`config.mk`:
```
export PLATFORM = sky130hd
export DESIGN_NAME = clk_div_ctrl
export DESIGN_NICKNAME = d
export VERILOG_FILES = /design/src/rtl/clk_div_ctrl.sv
export SDC_FILE = /design/constraint.sdc
export NUM_CORES = 1
export LEC_CHECK = 0
export CAP_MARGIN = 30
export CORE_ASPECT_RATIO = 1.2
export CORE_MARGIN = 5
export CORE_UTILIZATION = 61
export DETAILED_ROUTE_END_ITERATION = 12
export HOLD_SLACK_MARGIN = 0.06
export PLACE_DENSITY_LB_ADDON = 0.05
export SYNTH_ARGS = -nofsm -noshare
export SYNTH_HDL_FRONTEND = slang
export SYNTH_SLANG_ARGS = --single-unit
```
`constraint.sdc`:
```
create_clock -name i_clk -period 4.8 [get_ports i_clk]
set_clock_uncertainty 0.2 [all_clocks]
set_input_delay 0.96 -clock i_clk [delete_from_list [all_inputs] [get_ports i_clk]]
set_output_delay 0.96 -clock i_clk [all_outputs]
set_load 0.01 [all_outputs]
```
`src/rtl/clk_div_ctrl.sv`:
```
// Programmable clock divider with run/stop control and a one-deep
// pending-divisor slot that takes effect on the next falling edge of o_clk.
module clk_div_ctrl #(
    parameter int CNT_W   = 8,
    parameter int DEF_DIV = 4
) (
    input  logic             i_clk,
    input  logic             i_rst_n,
    input  logic             i_en,
    input  logic             i_div_valid,
    input  logic [CNT_W-1:0] i_div,
    output logic             o_div_ready,
    output logic             o_clk,
    output logic             o_tick,
    output logic             o_busy,
    output logic             o_err
);

    typedef enum logic [1:0] {
        IDLE,
        RUN,
        STOPPING
    } state_t;

    localparam logic [CNT_W-1:0] ONE  = CNT_W'(1);
    localparam logic [CNT_W-1:0] ZERO = '0;

    state_t           state_q, state_d;
    logic [CNT_W-1:0] cnt_q, cnt_d;
    logic [CNT_W-1:0] act_q, act_d;
    logic [CNT_W-1:0] pend_q, pend_d;
    logic             pend_vld_q, pend_vld_d;
    logic             clk_q, clk_d;
    logic             tick_q, tick_d;
    logic             err_q, err_d;
    logic             accept;
    logic             bound;
    logic             fall;

    assign o_div_ready = !pend_vld_q;
    assign accept      = i_div_valid && o_div_ready;
    assign bound       = (cnt_q == act_q - ONE);

    always_comb begin
        state_d    = state_q;
        cnt_d      = cnt_q;
        act_d      = act_q;
        pend_d     = pend_q;
        pend_vld_d = pend_vld_q;
        clk_d      = clk_q;
        tick_d     = 1'b0;
        err_d      = 1'b0;
        fall       = 1'b0;

        unique case (state_q)
            IDLE: begin
                cnt_d = ZERO;
                clk_d = 1'b0;
                if (i_en) state_d = RUN;
            end
            RUN, STOPPING: begin
                if (!i_en && !clk_q) begin
                    state_d = IDLE;
                    cnt_d   = ZERO;
                    clk_d   = 1'b0;
                end else begin
                    cnt_d  = bound ? ZERO : cnt_q + ONE;
                    clk_d  = clk_q ^ bound;
                    tick_d = bound && !clk_q;
                    fall   = bound && clk_q;
                    // Low phase after the stop request is never started
                    if (i_en)      state_d = RUN;
                    else if (fall) state_d = IDLE;
                    else           state_d = STOPPING;
                end
            end
            default: state_d = IDLE;
        endcase

        // pend_vld_q is registered, so a divisor accepted on a falling
        // boundary waits for the following one.
        if (pend_vld_q && (fall || state_q == IDLE)) begin
            act_d      = pend_q;
            cnt_d      = ZERO;
            pend_vld_d = 1'b0;
        end

        if (accept) begin
            if (i_div == ZERO) begin
                err_d = 1'b1;
            end else if (state_q == IDLE) begin
                act_d = i_div;
            end else begin
                pend_d     = i_div;
                pend_vld_d = 1'b1;
            end
        end
    end

    always_ff @(posedge i_clk or negedge i_rst_n) begin
        if (!i_rst_n) begin
            state_q    <= IDLE;
            cnt_q      <= ZERO;
            act_q      <= CNT_W'(DEF_DIV);
            pend_q     <= ZERO;
            pend_vld_q <= 1'b0;
            clk_q      <= 1'b0;
            tick_q     <= 1'b0;
            err_q      <= 1'b0;
        end else begin
            state_q    <= state_d;
            cnt_q      <= cnt_d;
            act_q      <= act_d;
            pend_q     <= pend_d;
            pend_vld_q <= pend_vld_d;
            clk_q      <= clk_d;
            tick_q     <= tick_d;
            err_q      <= err_d;
        end
    end

    assign o_clk  = clk_q;
    assign o_tick = tick_q;
    assign o_err  = err_q;
    assign o_busy = (state_q != IDLE);

endmodule
```
==> results_dict.tcl <==
set metrics [dict create \
    outcome "complete, no violations" \
    areaGrowthSynthToFinish_pct 12.9 \
    synthDominantCellAreaShare_pct 40.9 \
    synthCells 175 \
    clk_latency_ns 0.33 \
    yosys-top-cells-area "dfrtp_1 41%, mux2_1 5.1%, ha_1 4.9%" \
    post_cts_resized 0 \
    cp-end-kind "register" \
    layout_setup_ws_ns 1.68 \
    num_rows 21 \
    gp_congestion 0.818 \
    yosysWarnings 0 \
    netlist.top_cell.by_area "dfrtp_1" \
    setup_viol 0 \
    clockRootBuffer "clkbuf_4" \
    clock-sinks 30 \
    ys_seq_area_share_pct 42.4 \
    post-route-drc-count 0 \
    p_leak_nw 0.888 \
    worst_slew_pin_slew_ns 0.473 \
    fp.dieH_um 69.1 \
    avgViaCountPerCell 5.89 \
    stdcell_count 226 \
    synth_top_family_by_area "simple AND/OR/NAND/NOR gates" \
    period_needed_ns 3.12 \
    syn_area_per_cell_um2 10.1 \
    required_ns 4.80 \
    synth_compound_area_share_pct 13.8 \
    grt_pass1_vias 1382 \
    num_vias 1331 \
    cp_data_arrival_time_ns 3.12 \
    slew_headroom_pct 68.5 \
    wl_um 3630 \
    initial_core_util_pct 63.7 \
    routedWlPerCell_um 16.0 \
    die_width_um 59.2 \
    clk_path_buf_depth 2 \
    grt-busiest-layer "met2" \
    cts.clk_slew.worst_paths_ns 0.09 \
    crit_fanout 10 \
    synthAdderAreaFrac_pct 4.94 \
    core_um2 2790 \
    synth_mux_area_share_pct 9.59 \
    use_met1_pct 26.0 \
    synthesis.area_um2 1770 \
    dp_cells 218 \
    vdd_drop_max_mv 0.372 \
    portBuffers 16 \
    crit_chain "inv_1 > ha_1 > nand4bb_1 > a211oi_2 > o311ai_2 > a211oi_4 > ha_1 > a21o_1 > nand2_1 > mux2i_1 > o21ai_1" \
    cts_buffers 5 \
    cpPeakStageDelay_ns 0.45 \
    slowest_stage "dfrtp_1" \
    critPathTopFamily "compound AO/OA/AOI/OAI gates" \
    antenna_found_initial 0 \
    ys_ff_latch 30 \
    ctsHtreeMaxLevel 2 \
    cts_tree "done" \
    drive_gt1_share_pct 7.81 \
    finalInstanceArea_um2 2000 \
    min_path_type "reg -> reg" \
    firstDrtPassIters 4 \
    post_dp_cell_area_um2 1940 \
    worstSetupStartpointType "register" \
    nets 210 \
    drv_slew 0 \
    grt_usage_pct 20.2 \
    cap_violations 0 \
    postCtsSetupRepairBufs 0 \
    synth_xor_area_share_pct 6.91 \
    crit_buf_inv 1 \
    synthArstFlopShare_pct 100 \
    grt_first_pass_wirelength_um 6470 \
    fp.dieArea_um2 4090 \
    cpMostUsedCell "ha_1" \
    synth_edf_count 0 \
    crit_type "reg -> reg" \
    p_per_area_nw_per_um2 531 \
    ios 17 \
    globalRouteMet3Util_pct 5.41 \
    num-fill-cells 223 \
    yosys-top-cells-count "29 x dfrtp_1, 23 x nand2_1, 10 x xor2_1" \
    grtUsageMet2_pct 31.5 \
    synth_ff_type "dfrtp_1" \
    dp_slack_ns 1.68 \
    synth.most_common_cell "dfrtp_1" \
    fmax_mhz 320 \
    place.detailed.hpwl_um 2670 \
    rsz0062_at_grt "no" \
    cts_hold_buf 0 \
    grt_max_degree 31 \
    fin_crit_sh_pct 65.1 \
    finalHoldViolations 0 \
    gr-total-overflow 0 \
    fin_tns_setup_ns 0 \
    mappedNetlistNets 194 \
    final_antenna_net_count 0 \
    synthSimpleGateAreaFrac_pct 18.1 \
    diodes 0 \
    first_iter_violations 71 \
    yosysUniqueCellTypes 43 \
]
layout make-up:
class	instances	area, um2	area share [%]
multi-input cells	128	947	47.3
repair buffers	17	168	8.37
inverters	9	33.8	1.69
flip-flops and latches	30	752	37.5
clock inverters	1	5.00	0.250
clock buffers	7	55.1	2.75
well taps	34	42.5	2.12
cell families after synthesis:
kind of cell,after synthesis
muxes,16
and+or+nand+nor,57
adders and majority gates,7
buffers and inverters,17
AOI/OAI and AO/OA,34
DFF,30
xor gates and xnor gates,14
metrics by stage:
| stage | utilization (%) | hold WS, ns | total power, mW |
|---|---|---|---|
| final | 71.9 | 0.296 | 1.06 |
| after global routing | 71.9 | 0.317 | 1.15 |
| after CTS | 71.9 | 0.299 | 1.07 |
| after detailed placement | 69.8 | 0.276 | 0.908 |
| after global placement | 69.8 | 0.268 | 0.876 |
| after floorplan | - | 0.257 | 0.788 |
cell usage in the layout, fill, tap and decap left out, types with 2 or more instances in the layout:
cell type         n
mux2i_1           8
o21ai_1           9
ha_1              7
nand2b_1          2
xor2_1           10
mux2_1            8
nor2_1            6
nor4_1            2
a21oi_1           4
nor3_1            4
clkdlybuf4s50_1  16
a211oi_1          2
nand2_1          23
inv_1             9
xnor2_1           4
clkbuf_4          5
and4_1            2
o21ai_0           2
nand3_1           6
dfrtp_1          29
and3_1            2
o31ai_1           8
per-layer routing:
metal | part of all wire [%] | wire [um] | vias to the layer above
li1 | - | - | 651
met1 | 43 | 1550 | 632
met2 | 51 | 1830 | 42
met3 | 5.3 | 191 | 6
met4 | 1.4 | 51 | 0
met5 | 0 | 0 | -
power by group:
part / total (mW) / switching, mW / leakage (nW) / internal (mW)
clock: 0.156 / 0.0856 / 0.0353 / 0.0709
sequential: 0.454 / 0.112 / 0.382 / 0.342
combinational: 0.452 / 0.245 / 0.470 / 0.208
total: 1.06 / 0.442 / 0.888 / 0.620
registers in the layout, indices dropped and copies added, names as in the netlist:
signal      flops
state_q         2
o_tick          1
act_q           8
cnt_q           8
o_clk           1
pend_q          8
pend_vld_q      1
o_err           1
final timing paths:
check / end / slack [ns] / cells after the start / startpoint
worst max-delay path: act_q[7] / 1.68 / 11 / act_q[0]
worst min-delay path: pend_q[5] / 0.30 / 1 / pend_q[5]
worst max register to register: act_q[7] / 1.68 / 11 / act_q[0]
worst min register to register: pend_q[5] / 0.30 / 1 / pend_q[5]
max in group asynchronous: act_q[2] / 3.26 / 2 / i_rst_n
min in group asynchronous: cnt_q[2] / 0.80 / 2 / i_rst_n
worst register-to-register path, cell delays in order (launching register included):
cell and delay, ns:
dfrtp_1 0.45, inv_1 0.09, ha_1 0.27, nand4bb_1 0.15, a211oi_2 0.26, o311ai_2 0.15, a211oi_4 0.40, ha_1 0.26
a21o_1 0.15, nand2_1 0.26, mux2i_1 0.27, o21ai_1 0.09
Note: power is estimated with default switching activity, not from simulation.
